### config.mk
export PLATFORM = sky130hd
export DESIGN_NAME = dpwm_generador
export DESIGN_NICKNAME = d
export VERILOG_FILES = /design/src/rtl/dpwm_generador.sv
export SDC_FILE = /design/constraint.sdc
export NUM_CORES = 1
export LEC_CHECK = 0
export CORE_MARGIN = 5
export CORE_UTILIZATION = 54
export DETAILED_ROUTE_END_ITERATION = 7
export GPL_TIMING_DRIVEN = 0
export HOLD_SLACK_MARGIN = 0.06
export PLACE_DENSITY = 0.77
export RECOVER_POWER = 100
export SKIP_LAST_GASP = 1
export SYNTH_ARGS = -nofsm -noshare
export SYNTH_HDL_FRONTEND = slang
export SYNTH_SLANG_ARGS = --single-unit
### constraint.sdc
create_clock -name clk -period 2.2 [get_ports clk]
set_clock_uncertainty 0.1 [all_clocks]
set_input_delay 0.33 -clock clk [delete_from_list [all_inputs] [get_ports clk]]
set_output_delay 0.33 -clock clk [all_outputs]
set_load 0.01 [all_outputs]
### src/rtl/dpwm_generador.sv
// rtl/dpwm_generador.sv - DPWM generator with synchronised, stability-filtered setpoint
// Duty setpoint is double-synchronised, accepted only when stable, and applied at period wraps.
module dpwm_generador #(
  parameter int PERIODO = 1000,
  parameter int ANCHO   = 10,
  parameter int DIV     = 1
) (
  input  logic             clk,
  input  logic             reset,
  input  logic             enable,
  input  logic [ANCHO-1:0] cant_corriente,
  output logic             pwm_out,
  output logic             fin_periodo,
  output logic [ANCHO-1:0] duty_actual
);

  localparam int PW = (DIV > 1) ? $clog2(DIV) : 1;
  localparam logic [ANCHO-1:0] PER_W  = ANCHO'(PERIODO);
  localparam logic [ANCHO-1:0] PER_M1 = ANCHO'(PERIODO - 1);
  localparam logic [PW-1:0]    DIV_M1 = PW'(DIV - 1);

  logic [ANCHO-1:0] s1_q, s1_d;
  logic [ANCHO-1:0] s2_q, s2_d;
  logic [ANCHO-1:0] duty_estable_q, duty_estable_d;
  logic [ANCHO-1:0] duty_sombra_q, duty_sombra_d;
  logic [ANCHO-1:0] contador_q, contador_d;
  logic [PW-1:0]    prescaler_q, prescaler_d;
  logic             pwm_q, pwm_d;
  logic             fin_q, fin_d;
  logic             tick;

  assign tick = (prescaler_q == DIV_M1);

  always_comb begin
    s1_d           = cant_corriente;
    s2_d           = s1_q;
    // A bus still moving between the two sync stages is never accepted
    duty_estable_d = (s1_q == s2_q) ? s2_q : duty_estable_q;
    prescaler_d    = prescaler_q;
    contador_d     = contador_q;
    duty_sombra_d  = duty_sombra_q;
    fin_d          = 1'b0;
    pwm_d          = 1'b0;
    if (enable) begin
      pwm_d = (contador_q < duty_sombra_q);
      if (tick) begin
        prescaler_d = '0;
        if (contador_q == PER_M1) begin
          contador_d    = '0;
          duty_sombra_d = (duty_estable_q > PER_W) ? PER_W : duty_estable_q;
          fin_d         = 1'b1;
        end else begin
          contador_d = contador_q + ANCHO'(1);
        end
      end else begin
        prescaler_d = prescaler_q + PW'(1);
      end
    end else begin
      prescaler_d = '0;
      contador_d  = '0;
    end
  end

  always_ff @(posedge clk or negedge reset) begin
    if (!reset) begin
      s1_q           <= '0;
      s2_q           <= '0;
      duty_estable_q <= '0;
      duty_sombra_q  <= '0;
      contador_q     <= '0;
      prescaler_q    <= '0;
      pwm_q          <= 1'b0;
      fin_q          <= 1'b0;
    end else begin
      s1_q           <= s1_d;
      s2_q           <= s2_d;
      duty_estable_q <= duty_estable_d;
      duty_sombra_q  <= duty_sombra_d;
      contador_q     <= contador_d;
      prescaler_q    <= prescaler_d;
      pwm_q          <= pwm_d;
      fin_q          <= fin_d;
    end
  end

  assign pwm_out     = pwm_q;
  assign fin_periodo = fin_q;
  assign duty_actual = duty_sombra_q;

endmodule

Word level (Yosys, flattened, before mapping)
Index checks and enable logic that the tools add are counted.

cells by class
  order comparisons = 2
  bitwise gates (word level) = 1
  reductions and logical operators = 1
  muxes and demuxes = 10
  equal/unequal tests = 3
  $add $sub $neg = 2

operator list
  cell                   number
  $mux 10                4
  $add 10x1->10 const B  1
  $eq 10x10->1           1
  $eq 10x10->1 const B   1
  $gt 10x10->1 const B   1
  $lt 10x10->1           1
  $mux 1                 6
  $reduce_and 3->1       1
  $ne 2x2->1 const B     1
  $add 1x1->1 const B    1
  $not 1->1              1

word-level totals
  register bits = 53
  word-level logic and storage cells = 27

Depth between registers and ports, before layout
Gate-level depths: netlist of the first run.

  depth in word-level cells = 4
  depth in mapped cells = 8

Least setup slack after synthesis of the first run
OpenSTA, ideal clock, no wires.

  path kind = register to register
  start = register s2_q[0]
  end = register duty_estable_q[0]
  path buffers = 0
  required time = 1975 ps
  setup time = 125 ps
  arrival = 1519 ps
  stages on the path, launching flop included = 5
  clock period less this slack = 1744 ps
  setup slack = 456 ps
  cells stage by stage = dfrtp_1 -> xnor2_1 -> nand4_1 -> nor4_4 -> mux2_2

between the ends
  word-level cells in the longest chain between the ends = 1

ends and longest elaborated chain
  what                    line  text
  from (decl)             23    logic [ANCHO-1:0] s2_q, s2_d;
  from (signal assigned)  67    s2_q <= '0;
  from (signal assigned)  76    s2_q <= s2_d;
  $eq 10x10->1            38    duty_estable_d = (s1_q == s2_q) ? s2_q : duty_estable_q;
  to (signal assigned)    77    duty_estable_q <= duty_estable_d;
  to (decl)               24    logic [ANCHO-1:0] duty_estable_q, duty_estable_d;

Several ways; a longest one is shown, not always the timed one.
A chain may end at the register's enable or synchronous reset.

Worst setup path after layout of the first run
  start = register s2_q[8]
  end = register duty_estable_q[2]

between the ends
  word-level cells in the longest chain between the ends = 1

ends and longest elaborated chain
  what          line
  $eq 10x10->1  38

No other way between the ends.

==> results of run 1 <==
## worst max path at each step
stage | endpoint | slack (ns) | depth (start not counted)
2_1_floorplan | duty_estable_q[0] | 0.46 | 4
3_3_place_gp | s1_q[1] | -0.67 | 1
3_5_place_dp | duty_actual[8] | 0.05 | 7
4_1_cts | contador_q[7] | 0.19 | 4
5_1_grt | s1_q[1] | 0.02 | 3
6_report | duty_estable_q[2] | 0.22 | 4
## flip-flops by register name, summed over array words and instances, names as in the netlist
register	flops
contador_q	10
duty_actual	10
duty_estable_q	10
s1_q	10
s2_q	10
fin_periodo	1
pwm_out	1
## routing by layer
layer / global-route usage [%] / share of wire [%] / vias to the layer above / wire length [um]
met5: 0 / 0 / - / 0
met2: 26.05 / 49 / 26 / 1787
li1: - / - / 646 / -
met3: 4.270 / 5.1 / 8 / 183
met1: 20.23 / 44 / 659 / 1577
met4: 5.533 / 1.8 / 0 / 66
## cell usage after synthesis (all sizes together)
| master | instances | area share [%] |
|---|---|---|
| or3 | 2 | 0.59 |
| or4 | 1 | 0.35 |
| o31ai | 1 | 0.35 |
| a2111oi | 1 | 0.41 |
| nor4 | 1 | 1.0 |
| mux2 | 10 | 5.3 |
| a21oi | 5 | 1.2 |
| xor2 | 7 | 2.9 |
| nand4b | 1 | 0.41 |
| nand4 | 7 | 2.1 |
| xnor2 | 11 | 4.5 |
| and4 | 1 | 0.41 |
| inv | 14 | 2.5 |
| nand2 | 9 | 1.6 |
| clkbuf | 1 | 0.24 |
| and3 | 3 | 0.88 |
| a22o | 3 | 1.2 |
| ha | 10 | 5.9 |
| dfrtp | 52 | 61 |
| o31a | 1 | 0.83 |
| nand2b | 1 | 0.29 |
| buf | 1 | 0.35 |
| o21ai | 10 | 2.4 |
| nor2 | 10 | 1.8 |
| clkinv | 1 | 0.24 |
| nand3 | 3 | 0.71 |
| a22oi | 1 | 0.35 |
## final cells by class
cell class / count / area, sq um / area share, %
well taps: 48 / 60.06 / 2.381
multi-input cells: 99 / 749.5 / 29.71
repair buffers: 26 / 251.5 / 9.970
flip-flops and latches: 52 / 1301 / 51.59
inverters: 15 / 57.56 / 2.282
clock buffers: 8 / 90.09 / 3.571
plain buffers: 2 / 12.51 / 0.4960
## power by group through the flow
stage	combinational, mW	clock (mW)	sequential [mW]
after floorplan	0.0541	0	1.04
after global placement	0.117	0	1.04
after detailed placement	0.125	0	1.04
after CTS	0.127	0.553	1.02
after global routing	0.131	0.590	1.03
final	0.115	0.539	1.02
## timing repair
item,in CTS,in global routing
gates resized for setup,0,1
hold endpoints to repair,18,0
setup endpoints to repair,0,3
hold buffers,1,0
## kinds of logic after synthesis
logic type | Yosys count | share of synthesized area, %
buffers and inverters | 17 | 3.300
multiplexers | 10 | 5.304
XOR/XNOR | 18 | 7.425
AO/OA/AOI/OAI | 22 | 6.718
flip-flops | 52 | 61.28
adder cells (fa/ha/maj) | 10 | 5.893
AND/OR/NAND/NOR | 39 | 10.08
## per-stage QoR
step	utilization (%)	setup WS, ns	area, sq um	setup TNS, ns	cells
floorplan	-	0.4559	2123	0	168
global placement	64.74	-0.6669	2424	-34.57	240
detailed placement	65.14	0.04631	2439	0	241
CTS	67.81	0.1865	2539	0	250
global route	67.38	0.02323	2522	0	250
finish	67.38	0.2163	2522	0	250
==> results.toml, run 1 <==
[sta]
setup_violations = 0
rsz0062_at_grt = "false"
hold_violations = 0
worstMarginPinSlew_ns = 0.9597
fmax_mhz = 504.1
drv_slew = 0
post-route-period-util_pct = 90.17
fin_crit_ns = 1.984
hold_ws_ns = 0.3002
relSlewSlack_pct = 36.02

[detailed_routing]
postRouteAntennaNets = 0
wl_um = 3615
num_vias = 1339
wire_per_inst_um = 14.46
drcViolationCount = 0
drtIter0Drc = 79
dr.pass1.iters = 4
viasPerCell = 5.356

[global_routing]
grt_remaining_overflow = 0
grt_max_degree = 35
grt_pass1_wl_um = 6506
antenna_found_initial = 0
grt_pass1_vias = 1404
grtUsageTotal_pct = 15.86

[placement]
dpl.hpwl_um = 2683
port_buffers = 24
routabilityCongestion = 0.7716

[pwr]
power_frac_clock_pct = 32.2
swShare_pct = 22.02
switchingPower_mw = 0.3692
leakage_nw = 1.176
ir_drop_mv = 0.4454
power_density_nw_per_um2 = 664.9
combPwrFrac_pct = 6.8
internal_power_mw = 1.308
power.total_mw = 1.677
p_seq_share_pct = 61.0

[logic_synthesis]
synth_seq_cells = 52
synth_area_sq_um = 2123
syn_inst = 168
syn_nets = 191
ys_types = 27
synth_warnings = 0
syn_area_per_cell_sq_um = 12.64
ys_seq_area_share_pct = 61.28

[final_layout]
num-nets-final = 224
nFillCells = 299
final_common_cell = "dfrtp_1"
area_growth_pct = 18.80
layout-drive-gt1-share_pct = 11.39
diodes = 0
mostFrequentLayoutCells = "52 x dfrtp_1, 23 x dlygate4sd3_1, 14 x inv_1"

[job]
max_cap_violations = 0

[cts]
cts-root-buf = "clkbuf_8"
htreeDepth = 2
insertion_delay_ns = 0.30
post_cts_buffers = 0
numCtsBuffers = 5
clk_path_buf_depth = 2
cts_tree = "built"
cts.sinks = 52
clkTransAtPathRegs_ns = 0.09

[floorplanning]
io_pins = 25
core_area_sq_um = 3744
die_h_um = 72.71
start_util_pct = 56.72
rows = 22
die-width_um = 72.71
dieArea_sq_um = 5286

[critical_path]
cp.required_ns = 2.28
critPathLaunchType = "register"
slowest_stage = "nor4_4"
arrival_ns = 2.06
critPathMaxFanout = 10
r2r_slack_ns = 0.22
rr_startpoint = "s2_q[8]"
path_class = "register to register"
cpPeakStageDelay_ns = 0.61
crit_family = "simple AND/OR/NAND/NOR gates"
critPathLaunch = "s2_q[8]"
reg2reg_to = "duty_estable_q[2]"
rr_worst_depth = 4
critPathBufInv = 0
crit_path_end_kind = "register"
crit_chain = "xnor2_1 -> nand4_1 -> nor4_4 -> mux2_2"

[hold_path]
hp-start = "s1_q[5]"
worstHoldPathType = "register to register"
hold_depth = 0
min_to = "s2_q[5]"

[outcome]
status = "finished, final reports clean"
Power figures use the tool's default switching activity.
==> run 2: changes to the inputs <==
--- a/config.mk
+++ b/config.mk
@@ -10,7 +10,7 @@
 export DETAILED_ROUTE_END_ITERATION = 7
 export GPL_TIMING_DRIVEN = 0
 export HOLD_SLACK_MARGIN = 0.06
-export PLACE_DENSITY = 0.77
+export PLACE_DENSITY_LB_ADDON = 0.12
 export RECOVER_POWER = 100
 export SKIP_LAST_GASP = 1
 export SYNTH_ARGS = -nofsm -noshare
==> run 2 against run 1 <==
Effect of this change:
- critical path depth did not move
- fmax rose by 0.60%
- sequential power about the same
- via count shrank 0.15%
- clock power grew 17%
- final area is 0.45% higher
- sequential share of layout area decreased by 0.23 points
- global-route usage fell by 0.64 points
- register-to-register slack about the same
- routed wire length is 2.5% lower
- hold slack worse by 0.0029 ns
==> results.toml, run 2 (same netlist as run 1, synthesis figures left out) <==
[final_layout]
num-nets-final = 224
area_growth_pct = 19.33
layout-drive-gt1-share_pct = 10.89
post-route-cell-area_sq_um = 2534
mostFrequentLayoutCells = "52 x dfrtp_1, 23 x dlygate4sd3_1, 14 x inv_1"
diodes = 0
final_common_cell = "dfrtp_1"

[floorplanning]
die_h_um = 72.71
start_util_pct = 56.72
rows = 22
io_pins = 25
die-width_um = 72.71
dieArea_sq_um = 5286
core_area_sq_um = 3744

[cts]
insertion_delay_ns = 0.29
cts_tree = "built"
clkTransAtPathRegs_ns = 0.08
cts_resized = 0
cts-root-buf = "clkbuf_8"
clk_path_buf_depth = 2
cts.sinks = 52
numCtsBuffers = 5
htreeDepth = 2

[detailed_routing]
wire_per_inst_um = 14.10
drcViolationCount = 0
num_vias = 1337
postRouteAntennaNets = 0
drtIter0Drc = 59
viasPerCell = 5.348
wl_um = 3524
dr.pass1.iters = 4

[critical_path]
critPathMaxFanout = 10
cp.required_ns = 2.28
rr_worst_depth = 4
reg2reg_to = "duty_estable_q[5]"
r2r_slack_ns = 0.23
critPathLaunchType = "register"
path_class = "register to register"
arrival_ns = 2.05
crit_path_end_kind = "register"
rr_startpoint = "s2_q[0]"

[sta]
post-route-period-util_pct = 89.63
setup_violations = 0
fmax_mhz = 507.2
worstMarginPinSlew_ns = 0.9811
fin_crit_ns = 1.972
relSlewSlack_pct = 34.03
rsz0062_at_grt = "false"
drv_slew = 0
fin_setup_tns_ns = 0
hold_violations = 0

[pwr]
ir_drop_mv = 0.5580
power_frac_clock_pct = 35.7
leakage_nw = 1.182
internal_power_mw = 1.389
power.total_mw = 1.768
p_seq_share_pct = 57.8
swShare_pct = 21.44
switchingPower_mw = 0.3791
power_density_nw_per_um2 = 697.9
combPwrFrac_pct = 6.5

[hold_path]
hold_depth = 0
worstHoldPathType = "register to register"
min_to = "s2_q[5]"
hp-start = "s1_q[5]"

[global_routing]
grtUsageTotal_pct = 15.23
grt_pass1_wl_um = 6258
grt_remaining_overflow = 0
antenna_found_initial = 0
grt_max_degree = 38
grt_pass1_vias = 1386

[placement]
port_buffers = 24
routabilityCongestion = 0.7289
dpl.hpwl_um = 2648
place_area_sq_um = 2439

[job]
max_cap_violations = 0

[outcome]
status = "finished, final reports clean"
## run 2: cell types whose count changed in the layout (fill, tap and decap cells not counted)
cell,before,now
bufinv_16,0,1
clkbuf_2,1,0
clkbuf_8,6,5
clkinv_2,1,2
o31ai_1,0,1
o31ai_2,1,0
## run 2: metrics by stage
step / instances / hold slack (ns) / worst slack [ns] / util [%]
6_report: 250 / 0.2973 / 0.2282 / 67.68
5_1_grt: 250 / 0.3112 / 0.08802 / 67.68
4_1_cts: 250 / 0.3011 / 0.2070 / 68.28
2_1_floorplan: 168 / -0.06559 / 0.4559 / -
3_5_place_dp: 241 / 0.1686 / 0.06591 / 65.14
3_3_place_gp: 240 / 0.2781 / -0.6598 / 64.74
## run 2: what timing repair did
| item | in CTS | in global routing |
|---|---|---|
| hold buffers | 1 | 0 |
| setup buffers | 0 | 0 |
| endpoints found under the hold margin | 15 | 0 |
## run 2: per-layer routing
layer | part of all wire [%] | global-route usage [%] | vias up
met2 | 51 | 25.15 | 22
li1 | - | - | 649
met3 | 4.7 | 5.234 | 4
met1 | 43 | 18.99 | 662
met5 | 0 | 0 | -
met4 | 0.88 | 4.303 | 0
## run 2: power groups by stage
stage                     Clock (mW)  Sequential, mW  Combinational [mW]
after floorplan                    0            1.04              0.0541
after global placement             0            1.04               0.118
after detailed placement           0            1.04               0.125
after CTS                      0.644            1.02               0.128
after global routing           0.683            1.03               0.130
final                          0.631            1.02               0.115
## run 2: how the worst max path moves through the flow
stage	cells after the start	start	endpoint	slack [ns]
final	4	s2_q[0]	duty_estable_q[5]	0.23
after global routing	4	contador_q[0]	contador_q[5]	0.09
after CTS	4	s2_q[0]	duty_estable_q[9]	0.21
after detailed placement	8	enable	duty_actual[7]	0.07
after global placement	1	reset	s1_q[1]	-0.66
after floorplan	4	s2_q[0]	duty_estable_q[0]	0.46
## run 2: critical path: stages, from the launching register on
cell	delay, ns
dfrtp_1	0.40
xnor2_1	0.18
nand4_1	0.16
nor4_4	0.61
mux2_2	0.41
## run 2: final cells by class
cell class                 instances  area, sq um
buffer                             2        11.26
clock buffer                       6        72.57
clock inverter                     2        35.03
fill                             298         1210
inverter                          15        57.56
multi-input combinational         99        744.5
sequential                        52         1301
tap                               48        60.06
timing repair buffer              26        251.5
